File: src/rtl/mem_wb_if.sv
// mem_wb_if: execute-to-memory handshake and payload bundle.
// The execute stage is the master; mem_wb is the slave.
interface mem_wb_if #(
  parameter int DWIDTH = 32
);
  logic              valid;
  logic              ready;
  logic [DWIDTH-1:0] alu_out;
  logic [DWIDTH-1:0] rs2;
  logic [2:0]        funct3;
  logic              mem_rd;
  logic              mem_we;
  logic              mem_to_reg;
  logic              reg_we;
  logic [4:0]        rd;

  modport master (
    output valid, alu_out, rs2, funct3,
    output mem_rd, mem_we, mem_to_reg,
    output reg_we, rd,
    input  ready
  );

  modport slave (
    input  valid, alu_out, rs2, funct3,
    input  mem_rd, mem_we, mem_to_reg,
    input  reg_we, rd,
    output ready
  );
endinterface

File: src/rtl/mem_wb.sv
// mem_wb: memory access + writeback stage with load/store alignment.
// Optional MEM_WB_MISALIGN_TRAP_EN enables misalign detection.
module mem_wb #(
  parameter int DWIDTH      = 32,
  parameter int DMEM_AWIDTH = 14
) (
  input  logic                   clk,
  input  logic                   rst_n,
  input  logic                   hold,
  mem_wb_if.slave                ex,
  output logic [DMEM_AWIDTH-1:0] dmem_addr,
  output logic [DWIDTH-1:0]      dmem_din,
  output logic [3:0]             dmem_wbe,
  output logic                   dmem_en,
  input  logic [DWIDTH-1:0]      dmem_dout,
  output logic                   wb_valid,
  output logic                   wb_we,
  output logic [4:0]             wb_rd,
  output logic [DWIDTH-1:0]      wb_data,
  output logic                   misalign,
  output logic [DWIDTH-1:0]      misalign_addr
);

  logic              acc;
  logic              mem_op;
  logic              mis;
  logic [1:0]        sz;
  logic [1:0]        off_raw;
  logic [1:0]        off;
  logic [3:0]        st_wbe;
  logic [DWIDTH-1:0] st_din;

  logic              m_valid;
  logic [1:0]        m_off;
  logic [2:0]        m_f3;
  logic [4:0]        m_rd;
  logic              m_reg_we;
  logic              m_m2r;
  logic              m_mis;
  logic [DWIDTH-1:0] m_alu;

  logic [7:0]        byte_v;
  logic [15:0]       half_v;
  logic [DWIDTH-1:0] ld_data;

  assign ex.ready = rst_n & ~hold;
  assign acc      = ex.valid & ex.ready;

  // Access geometry: size, byte offset and misalign flag.
  always_comb begin
    sz      = ex.funct3[1:0];
    off_raw = ex.alu_out[1:0];
    mem_op  = ex.mem_rd | ex.mem_we;
`ifdef MEM_WB_MISALIGN_TRAP_EN
    off = off_raw;
    mis = mem_op &
          (((sz == 2'b10) & (off_raw != 2'b00)) |
           ((sz == 2'b01) & off_raw[0]));
`else
    mis = 1'b0;
    off = off_raw;
    if (sz[1])
      off = 2'b00;
    else if (sz[0])
      off = {off_raw[1], 1'b0};
`endif
  end

  // Store lane replication and byte enables.
  always_comb begin
    st_wbe = 4'hF;
    st_din = ex.rs2;
    unique case (1'b1)
      sz == 2'b00: begin
        st_wbe = 4'b0001 << off;
        st_din = {(DWIDTH/8){ex.rs2[7:0]}};
      end
      sz == 2'b01: begin
        st_wbe = 4'b0011 << off;
        st_din = {(DWIDTH/16){ex.rs2[15:0]}};
      end
      default: begin
        st_wbe = 4'hF;
        st_din = ex.rs2;
      end
    endcase
  end

  // RAM port: new access on accept, re-read M's word on hold.
  always_comb begin
    dmem_addr = ex.alu_out[DMEM_AWIDTH+1:2];
    dmem_din  = st_din;
    dmem_wbe  = 4'h0;
    dmem_en   = 1'b0;
    if (!rst_n) begin
      dmem_en = 1'b0;
    end else if (hold) begin
      dmem_addr = m_alu[DMEM_AWIDTH+1:2];
      dmem_en   = 1'b1;
    end else if (acc & mem_op) begin
      dmem_en = 1'b1;
      if (ex.mem_we & ~mis)
        dmem_wbe = st_wbe;
    end
  end

  // M register: captures the accepted instruction.
  always_ff @(posedge clk or negedge rst_n) begin
    if (!rst_n) begin
      m_valid  <= 1'b0;
      m_off    <= 2'b00;
      m_f3     <= 3'b000;
      m_rd     <= 5'd0;
      m_reg_we <= 1'b0;
      m_m2r    <= 1'b0;
      m_mis    <= 1'b0;
      m_alu    <= '0;
    end else if (!hold) begin
      m_valid <= acc;
      if (acc) begin
        m_off    <= off;
        m_f3     <= ex.funct3;
        m_rd     <= ex.rd;
        m_reg_we <= ex.reg_we;
        m_m2r    <= ex.mem_to_reg;
        m_mis    <= mis;
        m_alu    <= ex.alu_out;
      end
    end
  end

  // Load lane select and extension for the M instruction.
  always_comb begin
    byte_v  = dmem_dout[{m_off, 3'b000} +: 8];
    half_v  = dmem_dout[{m_off[1], 4'b0000} +: 16];
    ld_data = dmem_dout;
    unique case (1'b1)
      m_f3[1:0] == 2'b00:
        ld_data = m_f3[2] ?
          {{(DWIDTH-8){1'b0}}, byte_v} :
          {{(DWIDTH-8){byte_v[7]}}, byte_v};
      m_f3[1:0] == 2'b01:
        ld_data = m_f3[2] ?
          {{(DWIDTH-16){1'b0}}, half_v} :
          {{(DWIDTH-16){half_v[15]}}, half_v};
      default:
        ld_data = dmem_dout;
    endcase
  end

  // WB register: retires M on every unstalled edge.
  always_ff @(posedge clk or negedge rst_n) begin
    if (!rst_n) begin
      wb_valid <= 1'b0;
      wb_we    <= 1'b0;
      wb_rd    <= 5'd0;
      wb_data  <= '0;
    end else if (!hold) begin
      wb_valid <= m_valid;
      wb_we    <= m_valid & m_reg_we & ~m_mis &
                  (m_rd != 5'd0);
      wb_rd    <= m_rd;
      wb_data  <= m_m2r ? ld_data : m_alu;
    end
  end

`ifdef MEM_WB_MISALIGN_TRAP_EN
  // Misalign report: single pulse, cleared on held edges.
  always_ff @(posedge clk or negedge rst_n) begin
    if (!rst_n) begin
      misalign      <= 1'b0;
      misalign_addr <= '0;
    end else if (!hold) begin
      misalign      <= m_valid & m_mis;
      misalign_addr <= (m_valid & m_mis) ? m_alu : '0;
    end else begin
      misalign <= 1'b0;
    end
  end
`else
  assign misalign      = 1'b0;
  assign misalign_addr = '0;
`endif

endmodule

File: src/flat_wrapper.sv
// flat-port wrapper written by rule: the top's interface ports become plain ports
module mem_wb_flat 
#(
  parameter int DWIDTH      = 32,
  parameter int DMEM_AWIDTH = 14
)
  (clk, rst_n, hold, dmem_addr, dmem_din, dmem_wbe, dmem_en, dmem_dout, wb_valid, wb_we, wb_rd, wb_data, misalign, misalign_addr, ex_valid, ex_alu_out, ex_rs2, ex_funct3, ex_mem_rd, ex_mem_we, ex_mem_to_reg, ex_reg_we, ex_rd, ex_ready);
  mem_wb_if #(.DWIDTH(DWIDTH)) ex_i ();
  input  logic clk;
  input  logic rst_n;
  input  logic hold;
  output logic [DMEM_AWIDTH-1:0] dmem_addr;
  output logic [DWIDTH-1:0] dmem_din;
  output logic [3:0] dmem_wbe;
  output logic dmem_en;
  input  logic [DWIDTH-1:0] dmem_dout;
  output logic wb_valid;
  output logic wb_we;
  output logic [4:0] wb_rd;
  output logic [DWIDTH-1:0] wb_data;
  output logic misalign;
  output logic [DWIDTH-1:0] misalign_addr;
  input wire logic [$bits(ex_i.valid)-1:0] ex_valid;
  input wire logic [$bits(ex_i.alu_out)-1:0] ex_alu_out;
  input wire logic [$bits(ex_i.rs2)-1:0] ex_rs2;
  input wire logic [$bits(ex_i.funct3)-1:0] ex_funct3;
  input wire logic [$bits(ex_i.mem_rd)-1:0] ex_mem_rd;
  input wire logic [$bits(ex_i.mem_we)-1:0] ex_mem_we;
  input wire logic [$bits(ex_i.mem_to_reg)-1:0] ex_mem_to_reg;
  input wire logic [$bits(ex_i.reg_we)-1:0] ex_reg_we;
  input wire logic [$bits(ex_i.rd)-1:0] ex_rd;
  output wire logic [$bits(ex_i.ready)-1:0] ex_ready;
  assign ex_i.valid = ex_valid;
  assign ex_i.alu_out = ex_alu_out;
  assign ex_i.rs2 = ex_rs2;
  assign ex_i.funct3 = ex_funct3;
  assign ex_i.mem_rd = ex_mem_rd;
  assign ex_i.mem_we = ex_mem_we;
  assign ex_i.mem_to_reg = ex_mem_to_reg;
  assign ex_i.reg_we = ex_reg_we;
  assign ex_i.rd = ex_rd;
  assign ex_ready = ex_i.ready;
  mem_wb #(.DWIDTH(DWIDTH), .DMEM_AWIDTH(DMEM_AWIDTH)) u_core (.clk(clk), .rst_n(rst_n), .hold(hold), .ex(ex_i), .dmem_addr(dmem_addr), .dmem_din(dmem_din), .dmem_wbe(dmem_wbe), .dmem_en(dmem_en), .dmem_dout(dmem_dout), .wb_valid(wb_valid), .wb_we(wb_we), .wb_rd(wb_rd), .wb_data(wb_data), .misalign(misalign), .misalign_addr(misalign_addr));
endmodule
File: config.mk
export PLATFORM = sky130hd
export DESIGN_NAME = mem_wb_flat
export DESIGN_NICKNAME = d
export VERILOG_FILES = /design/src/rtl/mem_wb_if.sv /design/src/rtl/mem_wb.sv /design/src/flat_wrapper.sv
export SDC_FILE = /design/constraint.sdc
export NUM_CORES = 1
export LEC_CHECK = 0
export BUFFER_PORTS_ARGS = -buffer_cell sky130_fd_sc_hd__buf_2
export CORE_ASPECT_RATIO = 1.2
export CORE_UTILIZATION = 45
export CTS_CLUSTER_SIZE = 8
export DETAILED_ROUTE_END_ITERATION = 6
export GPL_ROUTABILITY_DRIVEN = 0
export GPL_TIMING_DRIVEN = 0
export PLACE_DENSITY = 0.77
export SLEW_MARGIN = 20
export SYNTH_ARGS = -nofsm -noshare
export SYNTH_HDL_FRONTEND = slang
export SYNTH_SLANG_ARGS = --single-unit
File: constraint.sdc
create_clock -name clk -period 2.1 [get_ports clk]
set_input_delay 0.315 -clock clk [delete_from_list [all_inputs] [get_ports clk]]
set_output_delay 0.315 -clock clk [all_outputs]
set_load 0.05 [all_outputs]
Word level (Yosys, flattened, before mapping)
Cells that the tools add are included.
- flip-flop bits (word level): 84
- bits of input ports: 112
- output and inout port bits: 124
- logic and storage cells: 45
- eq/ne operators: 2
- shifts and indexed selects: 4
- multiplexer cells: 17
- bitwise operators: 7
- reductions and logical operators: 4
- operators with widths (operator ; count):
    $pmux W32 S2 ; 2
    $mux W32 ; 3
    $shiftx A32 B6 Y16 ; 1
    $shiftx A32 B6 Y8 ; 1
    $mux W14 ; 2
    $mux W4 ; 4
    $pmux W4 S2 ; 1
    $and A1 B1 Y1 ; 5
    $reduce_bool A5 Y1 ; 1
    $eq A2 B1 Y1 const B ; 2
    $logic_not A2 Y1 ; 2
    $mux W1 ; 4
    $shl A1 B2 Y4 const A ; 1
    $shl A2 B2 Y4 const A ; 1
    $mux W2 ; 1
    $reduce_and A2 Y1 ; 1
    $not A1 Y1 ; 1
    $or A1 B1 Y1 ; 1

Longest topological paths before layout
Gate-level depths: netlist of the first run.
- word-level depth: 8
- gate-level depth with buffers: 7
- depth with buffers taken out: 4

Least setup slack after synthesis of the first run
OpenSTA, ideal clock, no wires.
- kind: in2out
- from: input port rst_n
- to: output port dmem_wbe[1]
- data arrival time: 2321 ps
- data required time: 1785 ps
- setup slack: -536 ps
- stages: 4
- cells stage by stage: nor2b_2 nand3_1 a21oi_1 a21boi_0
- cells in the longest elaborated chain, start to end: 6
- ends and longest elaborated chain (what ; RTL line ; RTL):
    start, declared ; flat_wrapper.sv:10 ; input logic rst_n;
    $and A1 B1 Y1 ; mem_wb.sv:46 ; assign ex.ready = rst_n & ~hold;
    $and A1 B1 Y1 ; mem_wb.sv:47 ; assign acc = ex.valid & ex.ready;
    $and A1 B1 Y1 ; mem_wb.sv:100 ; end else if (acc & mem_op) begin
    $mux W4 ; mem_wb.sv:100 ;
    $mux W4 ; mem_wb.sv:97 ; end else if (hold) begin
    $mux W4 * ; mem_wb.sv:95 ; if (!rst_n) begin
    end, declared ; flat_wrapper.sv:14 ; output logic [3:0] dmem_wbe;
Every way passes the cells marked *; elsewhere a longest branch is shown, timed or not.

Final worst setup path of the first run
- from: input port ex_funct3[1]
- to: output port dmem_din[18]
- cells in the longest elaborated chain, start to end: 2
- elaborated cells on any way between the ends: 3
- classes of those cells: 1 x eq/ne; 1 x mux; 1 x reduce/logical
- ends and longest elaborated chain (what ; RTL line ; RTL):
    start, declared ; flat_wrapper.sv:26 ; input wire logic [$bits(ex_i.funct3)-1:0] ex_funct3;
    $eq A2 B1 Y1 / $logic_not A2 Y1 (equally long branches) ; mem_wb.sv:78, mem_wb.sv:74 ;
    $pmux W32 S2 * ; mem_wb.sv:73 ; unique case (1'b1)
    end, declared ; flat_wrapper.sv:13 ; output logic [DWIDTH-1:0] dmem_din;
Marked as above.

==> run summary, run 1 <==
Post-Syn Area = 5210 µm²
core box area = 11100 µm²
largest net degree at the start of global routing = 41
layout cell share with drive strength beyond 1 = 51.1%
final setup vio count = 0
RSZ-0062 raised after global routing = false
wire length on met3 = 1.29 mm
area taken by multi-input logic gates = 2670 µm²
max-slew violations = 0
vias in the first global route = 5177
hpwl dp = 13.0 mm
headroom to the max-slew limit = 61.4%
post-route ant nets = 0
clock sink total = 84
number of flops mapped to enable cells by yosys = 0
Final period util = 92.7%
Iteration-0 DRC Markers = 353
DRC Markers = 0
Synth top area share = 40.3%
Port Buffers = 201
Max rail drop VDD = 0.376 mV
M1 WL = 6.20 mm
Initial Util = 46.8%
crit-path max FO = 10
vias per cell = 5.50
Static Leakage = 3.40 nW
clk_lat worst skew = 0.35 ns
worst endpoint required time = 1.78 ns
outcome = finished clean
Async S/R FF share, synth = 100%
area delta synth->final = 33.7%
core occupancy in the finished layout = 62.5%
die area = 12000 µm²
Tot Pwr = 6.90 mW
fillers = 975
CP Data Arrival Time = 1.63 ns
Top Metal Used = met4
power density over the cells = 991 nW/µm²
WL/cell = 18.7 µm
DRT Wirelength = 17.1 mm
min cycle time layout = 1.95 ns
Boundary Pins = 236
Yosys top cell by area = dfrtp_1
max frequency = 514 MHz
startpoint types = input pin
global-route wire length before repair = 26.4 mm
register area = 2100 µm²
CTS Buf Count = 9
cell at the root of the clock tree = clkbuf_16
Seq/Total Area, Yosys = 40.3%
Layout Nets = 868
Max-cap violations = 0
CTS tree = done
die extent in y = 120 µm
Unique masters post-synth = 49
cell area after layout = 6970 µm²
Die Width = 100 µm
initial antenna violation count = 3
final number of hold-violating endpoints = 0
clock transition at the registers of the reported paths = 0.06 ns
via count = 5035
worst-margin pin slew = 0.579 ns
setup_tns = 0 ns
Worst Skew = 0.00770 ns
dpl cell area = 6560 µm²
crit end category = output port
gr usage total = 29.0%
FP Rows = 42
drt pass-1 iters = 5
total congestion overflow = 0
syn avg cell area = 10.3 µm²
WS Path Type = in -> out
synth warn = 0
Placed Cells = 895
post-route insts no fill = 916
synth top area cells = dfrtp_1 (40%), mux2_2 (16%), buf_4 (6.5%), a21oi_1 (3.8%), mux2i_1 (3.5%)
Clock Path Buffers = 2
Synth Register Bits = 84
# H-tree levels = 3
most common flop cell mapped by yosys = dfrtp_1
met2 wire len = 8.99 mm
Min-Delay Path Class = in -> async
Post-Synthesis Cells = 507
-- Yosys cell counts (3+ instances only) --
library cell / count
nor2_1: 26
buf_2: 19
nand2_1: 48
o22ai_1: 7
o31ai_1: 6
and2_1: 6
a22oi_1: 12
a311oi_2: 9
a21oi_1: 40
buf_6: 4
clkbuf_1: 9
mux2i_1: 18
buf_4: 45
a221oi_1: 18
dfrtp_1: 84
o221ai_1: 6
mux2_2: 76
inv_1: 8
a311oi_1: 7
nand2b_1: 3
o21ai_0: 24
-- critical path, stage by stage --
cell	delay [ns]
clkbuf_1	0.30
clkbuf_1	0.41
mux2_2	0.39
buf_2	0.21
-- where the power goes --
part / leakage (nW) / switching (mW) / internal [mW] / total, mW
Combinational: 2.23 / 2.05 / 0.932 / 2.98
Sequential: 1.02 / 0.265 / 1.98 / 2.24
Clock: 0.148 / 0.650 / 1.03 / 1.68
-- area by class of cell --
| class | count | area share [%] |
|---|---|---|
| multi-input combinational | 367 | 38.3 |
| clock buffer | 10 | 3.29 |
| tap | 154 | 2.77 |
| buffer | 79 | 7.65 |
| clock inverter | 5 | 1.11 |
| timing repair buffer | 206 | 16.2 |
| sequential | 84 | 30.2 |
| inverter | 9 | 0.485 |
| antenna | 2 | 0.0718 |
-- metal layers --
layer / track usage, % / vias to the layer above
met2: 52.1 / 292
met1: 31.8 / 2397
met3: 6.41 / 47
met5: 0 / -
met4: 14.2 / 0
li1: - / 2299
-- layout by cell type (no fill, tap or decap), types with 18 or more instances in the layout --
cell and n:
mux2i_1 18, buf_4 46, dfrtp_1 84, a21oi_1 40, nand2_1 48, nor2_1 26, conb_1 33, buf_2 219
mux2_2 76, a221oi_1 18, o21ai_0 22
-- repair_timing --
| action | CTS | global route |
|---|---|---|
| hold buffers | 3 | 0 |
| gates resized for setup | 5 | 0 |
| hold endpoints to repair | 40 | 0 |
| endpoints found under the setup margin | 18 | 0 |
| buffers inserted | 0 | 0 |
-- final timing paths --
| kind | from | end | slack, ns | depth (start not counted) |
|---|---|---|---|---|
| max reg2reg | u_core.m_off[1]$_DFFE_PN0P_ | u_core.wb_data[31]$_DFFE_PN0N_ | 0.26 | 6 |
| max in group asynchronous | rst_n | u_core.wb_rd[3]$_DFFE_PN0N_ | 1.57 | 3 |
| max | ex_funct3[1] | dmem_din[18] | 0.15 | 4 |
| min | rst_n | u_core.m_alu[19]$_DFFE_PN0P_ | 0.03 | 3 |
| min reg2reg | u_core.wb_valid$_DFFE_PN0N_ | u_core.wb_valid$_DFFE_PN0N_ | 0.50 | 1 |
| min in group clk | ex_alu_out[30] | u_core.m_alu[30]$_DFFE_PN0P_ | 0.18 | 2 |
-- sequential cells by signal, indices dropped and copies added, names as in the netlist --
name / count
u_core.m_alu: 32
u_core.m_reg_we: 1
u_core.m_off: 2
u_core.m_valid: 1
u_core.wb_rd: 5
u_core.m_rd: 5
u_core.m_m2r: 1
u_core.wb_valid: 1
u_core.wb_we: 1
u_core.m_f3: 3
u_core.wb_data: 32
-- cells by family (layout without fill, tap and decap cells) --
| family | count (synthesis) | count (layout) | synth area share (%) |
|---|---|---|---|
| other | 1 | 35 | 0.0720 |
| multiplexers | 95 | 95 | 20.1 |
| AO/OA/AOI/OAI | 141 | 141 | 20.0 |
| buffers and inverters | 88 | 309 | 10.8 |
| AND/OR/NAND/NOR | 98 | 98 | 8.67 |
| flip-flops | 84 | 84 | 40.3 |
-- metrics by stage --
step / hold WS, ns / worst slack [ns]
2_1_floorplan: 0.0194 / -0.0460
3_3_place_gp: 0.454 / -1.31
3_5_place_dp: 0.342 / -0.354
4_1_cts: 0.0442 / 0.145
5_1_grt: 0.0632 / 0.0693
6_report: 0.0282 / 0.153
No activity file was read; power rests on OpenSTA's default activity.
==> run 2, diff against run 1 <==
--- a/config.mk
+++ b/config.mk
@@ -5,6 +5,7 @@
 export SDC_FILE = /design/constraint.sdc
 export NUM_CORES = 1
 export LEC_CHECK = 0
+export ABC_AREA = 1
 export BUFFER_PORTS_ARGS = -buffer_cell sky130_fd_sc_hd__buf_2
 export CORE_ASPECT_RATIO = 1.2
 export CORE_UTILIZATION = 45
@@ -12,7 +13,7 @@
 export DETAILED_ROUTE_END_ITERATION = 6
 export GPL_ROUTABILITY_DRIVEN = 0
 export GPL_TIMING_DRIVEN = 0
-export PLACE_DENSITY = 0.77
+export PLACE_DENSITY = 0.78
 export SLEW_MARGIN = 20
 export SYNTH_ARGS = -nofsm -noshare
 export SYNTH_HDL_FRONTEND = slang
==> run summary, run 2 <==
Static Leakage = 3.78 nW
sequential share of power = 33.6%
Min-Delay Path Class = in -> async
Port Buffers = 201
RR Startpoint = u_core.m_off[1]$_DFFE_PN0P_
final setup vio count = 0
Layout Nets = 1065
hpwl dp = 12.4 mm
worst-margin pin slew = 0.946 ns
cell at the root of the clock tree = clkbuf_16
clk_lat worst skew = 0.34 ns
global-route wire length before repair = 24.8 mm
# H-tree levels = 3
Boundary Pins = 236
WL/cell = 14.6 µm
die area = 11500 µm²
largest family of logic cells by synthesized area = simple AND/OR/NAND/NOR gates
most common flop cell mapped by yosys = dfrtp_1
biggest registers after layout = u_core.m_alu: 32 flops, u_core.wb_data: 32 flops
crit end category = output port
PnR worst setup slack = 0.0768 ns
commonest cells in the netlist = nand2_1 (213), a21oi_1 (86), dfrtp_1 (84)
syn avg cell area = 7.08 µm²
Max-cap violations = 0
crit-path max FO = 10
CTS tree = done
CP Data Arrival Time = 1.71 ns
Iteration-0 DRC Markers = 341
die extent in y = 117 µm
cell area after layout = 6770 µm²
Worst Skew = 0.00626 ns
mux cell area share after synthesis = 0%
CTS Buf Count = 9
total congestion overflow = 0
vias in the first global route = 5205
WS Path Type = in -> out
min cycle time layout = 2.02 ns
Initial Util = 46.9%
top-count cell post-synth = nand2_1
Unique masters post-synth = 30
via count = 5474
layout cell share with drive strength beyond 1 = 31.5%
Die Width = 98.0 µm
area delta synth->final = 36.0%
most frequent cells in the layout = nand2_1 (210), buf_2 (209), a21oi_1 (85)
synth warn = 0
Synth Area in Compound Gates = 16.9%
crit path from = hold
synth top area cells = dfrtp_1 (42%), nand2_1 (16%), a21oi_1 (8.6%), buf_4 (6.3%), o21ai_0 (6.2%)
Post-Place Worst Slack = -0.637 ns
post-synthesis xor/xnor area fraction = 0%
Post-Syn Area = 4980 µm²
Yosys top cell by area = dfrtp_1
Seq/Total Area, Yosys = 42.2%
max frequency = 494 MHz
headroom to the max-slew limit = 36.7%
initial antenna violation count = 1
drt pass-1 iters = 7
power density over the cells = 917 nW/µm²
Async S/R FF share, synth = 100%
Combinational Power Share = 40.3%
dpl cell area = 6340 µm²
outcome = complete, but fails checks
final number of hold-violating endpoints = 0
vias per cell = 5.03
core box area = 10600 µm²
DRC Markers = 10
failing checks = design-rule violations
clock share of power = 26.1%
Post-Synth Adder-Cell Area = 0%
RSZ-0062 raised after global routing = false
WHS = 0.0114 ns
Max rail drop VDD = 0.388 mV
clock transition at the registers of the reported paths = 0.06 ns
startpoint types = input pin
Synth Register Bits = 84
switching share of total power = 42.6%
clock sink total = 84
largest net degree at the start of global routing = 43
post-route ant nets = 0
Synth top area share = 42.2%
Simple-Gate Fraction of Synth Area = 25.5%
commonest non-fill, non-tap cell in the layout = nand2_1
Post-Synthesis Cells = 703
max-slew violations = 0
worst endpoint required time = 1.78 ns
Final period util = 96.3%
DRT Wirelength = 15.9 mm
FP Rows = 41
Int Pwr = 3.56 mW
number of flops mapped to enable cells by yosys = 0
gr usage total = 28.1%
Clock Path Buffers = 2
NetSw = 2.65 mW
## run 2: cell count changes in the layout (fill, tap and decap cells not counted), moves of 19 or more
cell,change
nand2_1,+162
mux2_2,-76
inv_1,+53
a21oi_1,+45
o21ai_0,+39
nor2_1,+21
nand3_1,+19
## run 2: what timing repair did
| item | in CTS | in global routing |
|---|---|---|
| resized for setup | 11 | 1 |
| endpoints found under the hold margin | 42 | 0 |
| setup endpoints to repair | 19 | 1 |
| hold buffers | 3 | 0 |
| buffers inserted | 1 | 0 |
| gates cloned | 1 | 0 |
## run 2: routing by layer
layer | vias to the layer above | routed length, µm | GRT usage, %
met5 | - | 0 | 0
met4 | 0 | 668 | 15.1
met3 | 50 | 1070 | 4.45
met2 | 255 | 8120 | 51.2
met1 | 2499 | 6050 | 32.1
li1 | 2670 | - | -
## run 2: through the flow
stage | std cells | TNS (ns) | utilization [%] | power (mW)
after global routing | 1088 | 0 | 63.7 | 6.51
after detailed placement | 1066 | -9.51 | 59.7 | 4.57
after global placement | 1065 | -80.10 | 59.5 | 4.53
after floorplan | 735 | -1.66 | - | 3.91
after CTS | 1087 | 0 | 63.7 | 6.21
final | 1088 | 0 | 63.7 | 6.21
## run 2: cell type report
type,instances,area [µm²]
Clock inverter,4,47.5
Tap cell,129,161
Fill cell,1005,3850
Timing Repair Buffer,207,1130
Clock buffer,12,256
Antenna cell,1,2.50
Sequential cell,84,2100
Multi-Input combinational cell,503,2300
Buffer,80,494
Inverter,68,273
## run 2: worst max-delay path, cell delays in order
cell	delay, ns
buf_2	0.12
buf_2	0.28
clkinvlp_4	0.25
clkbuf_2	0.30
a21oi_2	0.18
buf_2	0.27
## run 2: kinds of logic (layout without fill, tap and decap cells)
group,after synthesis,count (layout)
and+or+nand+nor,309,309
other,1,34
AOI/OAI and AO/OA,161,161
DFF,84,84
buffers and inverters,148,371
## run 2: power groups by stage
stage | Sequential (mW) | Clock, mW | Combinational, mW
2_1_floorplan | 2.62 | 0 | 1.29
3_3_place_gp | 2.10 | 0 | 2.43
3_5_place_dp | 2.11 | 0 | 2.46
4_1_cts | 2.09 | 1.63 | 2.50
5_1_grt | 2.12 | 1.69 | 2.71
6_report | 2.09 | 1.62 | 2.50
## run 2: path summary, 6_finish.rpt
check,to,slack (ns),cells past startpoint
worst max-delay path,dmem_en,0.08,6
worst min-delay path,u_core.m_rd[3]$_DFFE_PN0P_,0.01,3
worst max register to register,u_core.wb_data[27]$_DFFE_PN0N_,0.54,9
worst min register to register,u_core.wb_rd[0]$_DFFE_PN0N_,0.48,2
max in group asynchronous,u_core.m_alu[18]$_DFFE_PN0P_,0.85,2
min in group clk,u_core.m_reg_we$_DFFE_PN0P_,0.17,3
